[src/rtl/button_inc_pulser.sv]
// Push-button conditioner: 2-flop synchroniser, debounce FSM and one-cycle inc strobe per press.
// Define AUTO_REPEAT_EN to add hold-to-repeat strobes while the button stays pressed.
module button_inc_pulser #(
  parameter int unsigned DEBOUNCE_CYCLES = 1000000,
  parameter int unsigned CNT_W           = 26,
  parameter int unsigned REPEAT_DELAY    = 50000000,
  parameter int unsigned REPEAT_PERIOD   = 10000000
) (
  input  logic clk,
  input  logic reset,
  input  logic btn_in,
  output logic inc,
  output logic held
);

  localparam int unsigned CNT_MAX_A = (DEBOUNCE_CYCLES > REPEAT_DELAY) ? DEBOUNCE_CYCLES : REPEAT_DELAY;
  localparam int unsigned CNT_MAX   = (CNT_MAX_A > REPEAT_PERIOD) ? CNT_MAX_A : REPEAT_PERIOD;
  localparam logic [CNT_W-1:0] DB_LAST = CNT_W'(DEBOUNCE_CYCLES - 1);

  // Reject configurations whose counts do not fit the counters or break the FSM.
  if (DEBOUNCE_CYCLES < 2 || REPEAT_PERIOD < 2 || REPEAT_DELAY < 1 ||
      (64'(CNT_MAX - 1) >> CNT_W) != 64'd0) begin : g_bad_cfg
    $error("button_inc_pulser: invalid parameter set");
  end

  typedef enum logic [1:0] {
    IDLE,
    DB_PRESS,
    PRESSED,
    DB_RELEASE
  } state_e;

  state_e           state_q;
  logic             sync1_q;
  logic             btn_s_q;
  logic [CNT_W-1:0] cnt_q;
  logic             inc_q;
  logic             held_q;

`ifdef AUTO_REPEAT_EN
  localparam logic [CNT_W-1:0] RD_LAST = CNT_W'(REPEAT_DELAY - 1);
  localparam logic [CNT_W-1:0] RP_LAST = CNT_W'(REPEAT_PERIOD - 1);
  logic [CNT_W-1:0] rcnt_q;
  logic             rep_first_q;  // next repeat uses the initial delay, not the period
`endif

  always_ff @(posedge clk or posedge reset) begin
    if (reset) begin
      sync1_q     <= 1'b0;
      btn_s_q     <= 1'b0;
      state_q     <= IDLE;
      cnt_q       <= '0;
      inc_q       <= 1'b0;
      held_q      <= 1'b0;
`ifdef AUTO_REPEAT_EN
      rcnt_q      <= '0;
      rep_first_q <= 1'b1;
`endif
    end else begin
      sync1_q <= btn_in;
      btn_s_q <= sync1_q;
      // NOTE: non-blocking defaults first; a later assignment in the case below wins on the same edge.
      inc_q   <= 1'b0;
`ifdef AUTO_REPEAT_EN
      rcnt_q      <= '0;
      rep_first_q <= 1'b1;
`endif
      unique case (state_q)
        IDLE: begin
          if (btn_s_q) begin
            state_q <= DB_PRESS;
            cnt_q   <= '0;
          end
        end
        DB_PRESS: begin
          if (!btn_s_q) begin
            state_q <= IDLE;
            cnt_q   <= '0;
          end else if (cnt_q == DB_LAST) begin
            state_q <= PRESSED;
            cnt_q   <= '0;
            inc_q   <= 1'b1;
            held_q  <= 1'b1;
          end else begin
            cnt_q <= cnt_q + 1'b1;
          end
        end
        PRESSED: begin
          if (!btn_s_q) begin
            state_q <= DB_RELEASE;
            cnt_q   <= '0;
          end else begin
`ifdef AUTO_REPEAT_EN
            if (rcnt_q == (rep_first_q ? RD_LAST : RP_LAST)) begin
              inc_q       <= 1'b1;
              rep_first_q <= 1'b0;
            end else begin
              rcnt_q      <= rcnt_q + 1'b1;
              rep_first_q <= rep_first_q;
            end
`endif
          end
        end
        DB_RELEASE: begin
          if (btn_s_q) begin
            state_q <= PRESSED;
            cnt_q   <= '0;
          end else if (cnt_q == DB_LAST) begin
            state_q <= IDLE;
            cnt_q   <= '0;
            held_q  <= 1'b0;
          end else begin
            cnt_q <= cnt_q + 1'b1;
          end
        end
        default: begin
          state_q <= IDLE;
          cnt_q   <= '0;
          held_q  <= 1'b0;
        end
      endcase
    end
  end

  assign inc  = inc_q;
  assign held = held_q;

endmodule

[config.mk]
export PLATFORM = sky130hd
export DESIGN_NAME = button_inc_pulser
export DESIGN_NICKNAME = d
export VERILOG_FILES = /design/src/rtl/button_inc_pulser.sv
export SDC_FILE = /design/constraint.sdc
export NUM_CORES = 1
export LEC_CHECK = 0
export CORE_UTILIZATION = 41
export DETAILED_ROUTE_END_ITERATION = 16
export GPL_TIMING_DRIVEN = 0
export SYNTH_ARGS = -nofsm -noshare
export SYNTH_HDL_FRONTEND = slang
export SYNTH_SLANG_ARGS = --single-unit
[constraint.sdc]
create_clock -name clk -period 3 [get_ports clk]
set_input_delay 0.45 -clock clk [delete_from_list [all_inputs] [get_ports clk]]
set_output_delay 0.45 -clock clk [all_outputs]
set_load 0.01 [all_outputs]
==> impl_metrics.json, run 1 <==
{
  "grt_pass1_vias": 1392,
  "pwr-share-comb": 0.069,
  "cts.path.max_buffers": 2,
  "fmax_ghz": 0.405,
  "cp_max_fo": 9,
  "cts_tree": "done",
  "yosysMostFrequentCell": "dfrtp_1",
  "ant_nets": 0,
  "p_total_mw": 0.853,
  "synthDistinctLibCells": 38,
  "synthCells": 183,
  "cp_cell_sequence": "buf_2, nand3_1, nor4_1, nand4_1, and3_1, a221o_1",
  "synth_top_flop_cell": "dfrtp_1",
  "pre_cts_ws_ps": 661,
  "root_buffer": "clkbuf_8",
  "grt_usage": 0.216,
  "status": "complete, no violations",
  "hp-class": "flip-flop to flip-flop",
  "hold_viol": 0,
  "maxCapViolations": 0,
  "setup_viol_count_final": 0,
  "dr_total_vias": 1522,
  "intPower_mw": 0.644,
  "numCtsBuffers": 5,
  "power_switching_mw": 0.209,
  "crit_type": "flip-flop to flip-flop",
  "design_area_sq_mm": 0.00192,
  "leakage_nw": 0.789,
  "final-max-slew-violation-count": 0,
  "power.density_mw_per_mm2": 443,
  "ios": 5,
  "critPathMaxStageDelay_ps": 1010,
  "placed_area_sq_mm": 0.00180,
  "io_buffers": 4,
  "vdd_ir_drop_max_mv": 0.408,
  "slew_headroom": 0.209,
  "grt_max_degree": 33,
  "placedCellCount": 237,
  "die_area_sq_mm": 0.00441,
  "cp-end-kind": "flip-flop",
  "synth_fp_nets": 187,
  "min_period_ps": 2470,
  "gp_congestion": 0.832,
  "synth_area_leader_cell": "dfrtp_1",
  "p_clk_frac": 0.404,
  "antenna_cells": 0,
  "drc": 0,
  "setup_tns_ps": 0,
  "arrival_ps": 2640,
  "drtPass1Iterations": 4,
  "synth_top_area_frac": 0.471,
  "nFillCells": 386,
  "async_flop_share": 1.00,
  "cts.repair.resized": 0,
  "synth_edf_count": 0,
  "core_area_sq_mm": 0.00400,
  "post_cts_buffers": 0,
  "fp.dieW_um": 66.4,
  "swShare": 0.245,
  "layout.cells.non_filler": 246,
  "crit_path_start_kind": "flip-flop",
  "antenna_found_initial": 0,
  "rows": 23,
  "ctsHtreeMaxLevel": 2,
  "gr-total-overflow": 0,
  "cp_data_required_time_ps": 3170,
  "finalCritPeriodShare": 0.823,
  "avgSynthCellArea_sq_um": 9.30,
  "utilization": 0.481,
  "area_delta_synth_final_pct": 13.1,
  "path_clk_slew_ps": 70,
  "drive_gt1_frac": 0.0969,
  "clock_skew_ps": 5.99,
  "synth_common_cells": "dfrtp_1, nand2_1, a31oi_1, nand3_1, a21oi_1",
  "dp_hpwl_um": 2810,
  "cp_slowest_cell": "nor4_1",
  "routedWlPerCell_um": 16.7,
  "hold_buffers": 0,
  "power_frac_seq": 0.527,
  "setup_ws_ps": 530,
  "whs_ps": 354,
  "syn_area_sq_mm": 0.00170,
  "synthTopCellsByArea": "dfrtp_1, a31oi_1, nand3_1",
  "clock_latency_ps": 290,
  "yosys_warnings": 0,
  "die_height_um": 66.4,
  "nNetsFinal": 199,
  "synth-seq-cells": 32,
  "initial_core_util": 0.425,
  "rsz0062_at_grt": "false",
  "tightestPinTransition_ps": 1180,
  "drtIter0Drc": 155,
  "routed_wl_um": 4100,
  "grt_pass1_wl_um": 7000,
  "clock-sinks": 32,
  "via_per_inst": 6.19,
  "yosysSeqAreaShare": 0.471
}
[routing by layer]
| metal | up-vias | wire, um | share of wire | GRT usage |
|---|---|---|---|---|
| li1 | 717 | - | - | - |
| met1 | 757 | 1930 | 0.47 | 0.297 |
| met2 | 41 | 1900 | 0.46 | 0.325 |
| met3 | 7 | 203 | 0.050 | 0.0431 |
| met4 | 0 | 68 | 0.017 | 0.0957 |
| met5 | - | 0 | 0 | 0 |
[cells in the final DEF (no fill, tap or decap), types with 2 or more instances in the layout]
master and instances:
clkbuf_8 6, a31oi_1 17, o21ai_0 9, clkbuf_1 6, a41oi_1 7, a22o_1 4
or4_1 2, dfrtp_1 32, clkdlybuf4s50_1 4, nand4_1 7, xnor2_1 2, buf_2 3
a221o_1 2, nand3_1 14, nand3b_1 2, nor3_1 3, clkinv_2 2, nand2_1 18
nor2_1 9, inv_1 5, a21oi_1 13, or4b_1 2, a21o_1 2, and3_1 4
nor4_1 3
[flip-flops by register name, indices dropped and copies added (netlist names), named ones only]
signal / flops
btn_s_q: 1
cnt_q: 26
held: 1
inc: 1
state_q: 1
sync1_q: 1
[final timing paths]
path	from	endpoint	slack, ps	cells past startpoint
worst min-delay path	sync1_q	btn_s_q	350	0
worst max register to register	cnt_q[6]	cnt_q[13]	530	6
worst max-delay path	cnt_q[6]	cnt_q[13]	530	6
max in group asynchronous	reset	cnt_q[5]	2160	3
min in group asynchronous	reset	cnt_q[12]	410	2
worst min register to register	sync1_q	btn_s_q	350	0
[power groups by stage]
stage               combinational, mW  sequential (mW)  clock, mW
finish                         0.0591            0.449      0.344
detailed placement             0.0548            0.457          0
global route                   0.0672            0.451      0.371
global placement               0.0532            0.456          0
CTS                            0.0552            0.449      0.354
floorplan                      0.0382            0.455          0
[cells by family after synthesis]
| logic type | count (synthesis) | synth area share |
|---|---|---|
| fa+ha+maj | 1 | 0.00735 |
| simple gates | 72 | 0.235 |
| buf+inv | 17 | 0.0441 |
| xor+xnor | 3 | 0.0154 |
| compound gates | 56 | 0.215 |
| flops | 32 | 0.471 |
| mux | 2 | 0.0125 |
[layout make-up]
| type | count | area [sq um] | share of cell area |
|---|---|---|---|
| inverters | 6 | 22.5 | 0.0117 |
| repair buffers | 5 | 67.6 | 0.0351 |
| clock inverters | 2 | 10.0 | 0.00520 |
| well taps | 50 | 62.6 | 0.0325 |
| clock buffers | 6 | 82.6 | 0.0429 |
| plain buffers | 11 | 52.6 | 0.0273 |
| multi-input cells | 134 | 826 | 0.429 |
| flip-flops and latches | 32 | 801 | 0.416 |
[critical path: cells and delay by family (launching register included)]
| family | cells | cell delay, ps |
|---|---|---|
| simple gates | 4 | 1590 |
| flops | 1 | 320 |
| compound gates | 1 | 260 |
| buf+inv | 1 | 190 |
(Power assumes the default switching activity.)
==> run 2, diff against run 1 <==
- clock period: 3 -> 2.1 ns (I/O delays scaled with it)
==> impl_metrics.json, run 2 (synthesis gave the netlist of run 1 again) <==
{
  "drive_gt1_frac": 0.238,
  "fp.dieW_um": 66.4,
  "routed_wl_um": 4470,
  "min_period_ps": 2050,
  "rows": 23,
  "antenna_found_initial": 0,
  "setup_viol_count_final": 0,
  "hold_viol": 0,
  "hold_buffers": 0,
  "area_delta_synth_final_pct": 23.1,
  "die_area_sq_mm": 0.00441,
  "largest_register": "cnt_q",
  "cp_num_buf_inv": 2,
  "grt_pass1_vias": 1438,
  "nFillCells": 373,
  "drtPass1Iterations": 4,
  "ios": 5,
  "root_buffer": "clkbuf_8",
  "setup_tns_ps": 0,
  "clock_skew_ps": 6.99,
  "vdd_ir_drop_max_mv": 0.536,
  "cp_slowest_cell": "or4_4",
  "hp-class": "input pin to asynchronous set/reset pin",
  "grt_use_met2": 0.342,
  "gp_congestion": 0.832,
  "finalCritPeriodShare": 0.977,
  "intPower_mw": 0.924,
  "utilization": 0.524,
  "initial_core_util": 0.425,
  "crit_family": "simple AND/OR/NAND/NOR gates",
  "cp_data_required_time_ps": 2240,
  "final_cell_mix": "dfrtp_1, nand2_1, a31oi_1",
  "gr-total-overflow": 0,
  "cts_tree": "done",
  "ctsHtreeMaxLevel": 2,
  "swShare": 0.249,
  "leakage_nw": 0.882,
  "die_height_um": 66.4,
  "grt_use_met3": 0.0431,
  "mostFrequentLayoutCell": "dfrtp_1",
  "routedWlPerCell_um": 17.5,
  "crit_type": "flip-flop to flip-flop",
  "io_buffers": 4,
  "largest_reg_flops": 26,
  "power.density_mw_per_mm2": 587,
  "numCtsBuffers": 5,
  "grt_pass1_wl_um": 7160,
  "crit_path_start_kind": "flip-flop",
  "final-max-slew-violation-count": 0,
  "cts.path.max_buffers": 2,
  "cp-end-kind": "flip-flop",
  "p_clk_frac": 0.400,
  "nNetsFinal": 209,
  "status": "complete, no violations",
  "grt-busiest-layer": "met2",
  "arrival_ps": 2190,
  "drc": 0,
  "drtIter0Drc": 165,
  "core_area_sq_mm": 0.00400,
  "ant_nets": 0,
  "clock_latency_ps": 280,
  "power_frac_seq": 0.524,
  "path_clk_slew_ps": 70,
  "grt_max_degree": 33,
  "dp_hpwl_um": 2810,
  "maxCapViolations": 0,
  "slew_headroom": 0.609,
  "power_switching_mw": 0.306,
  "clock-sinks": 32,
  "tightestPinTransition_ps": 587,
  "grt_use_met1": 0.297,
  "critPathMaxStageDelay_ps": 440,
  "via_per_inst": 6.22,
  "pwr-share-comb": 0.076,
  "dr_total_vias": 1593,
  "cp_max_fo": 10,
  "cp_cell_sequence": "buf_2, or4_4, nor4_4, a21oi_2, clkbuf_4, a41oi_1, a31oi_1",
  "antenna_cells": 0,
  "fmax_ghz": 0.488,
  "grt_usage": 0.221
}
run 2: cell count changes in the layout (fill, tap and decap cells not counted), sizes merged:
cell	previous run	this run
buf	6	17
clkbuf	12	11
run 2: power by group through the flow:
| stage | logic, mW | registers (mW) | clock network, mW |
|---|---|---|---|
| final | 0.0932 | 0.645 | 0.493 |
| after global routing | 0.103 | 0.647 | 0.530 |
| after CTS | 0.0799 | 0.642 | 0.506 |
| after detailed placement | 0.0783 | 0.653 | 0 |
| after global placement | 0.0760 | 0.652 | 0 |
| after floorplan | 0.0545 | 0.650 | 0 |
run 2: area by class of cell:
type | count | area [sq um] | share of cell area
multi-input combinational | 134 | 900 | 0.430
sequential | 32 | 806 | 0.385
timing repair buffer | 16 | 148 | 0.0705
clock buffer | 6 | 82.6 | 0.0394
buffer | 10 | 63.8 | 0.0305
tap | 50 | 62.6 | 0.0299
inverter | 6 | 22.5 | 0.0108
clock inverter | 2 | 10.0 | 0.00478
run 2: layer usage:
metal	wire (um)	up-vias	part of all wire
met5	0	-	0
met4	63	0	0.014
met3	247	6	0.055
met2	2090	50	0.47
met1	2070	797	0.46
li1	-	740	-
run 2: metrics by stage:
stage	setup WS, ps	cell area [sq um]	hold slack, ps	std cells	power, mW
6_report	49.1	2090	281	256	1.23
5_1_grt	-8.13	2090	304	256	1.28
4_1_cts	3.51	1960	359	251	1.23
3_5_place_dp	-239	1800	344	237	0.731
3_3_place_gp	-234	1800	341	237	0.728
2_1_floorplan	128	1700	331	183	0.704
run 2: path summary, 6_finish.rpt:
check / startpoint / endpoint / slack [ps] / cells past startpoint
worst max-delay path: cnt_q[6] / cnt_q[20] / 50 / 7
worst min register to register: sync1_q / btn_s_q / 350 / 0
worst max register to register: cnt_q[6] / cnt_q[20] / 50 / 7
min in group clk: sync1_q / btn_s_q / 350 / 0
worst min-delay path: reset / cnt_q[12] / 280 / 2
max in group asynchronous: reset / cnt_q[8] / 1390 / 3
run 2: repair_timing:
action	4_1_cts	5_1_grt
gates cloned	0	1
pin swaps	2	4
hold endpoints to repair	0	0
gates resized for setup	7	21
setup endpoints to repair	20	26
setup buffers	7	3
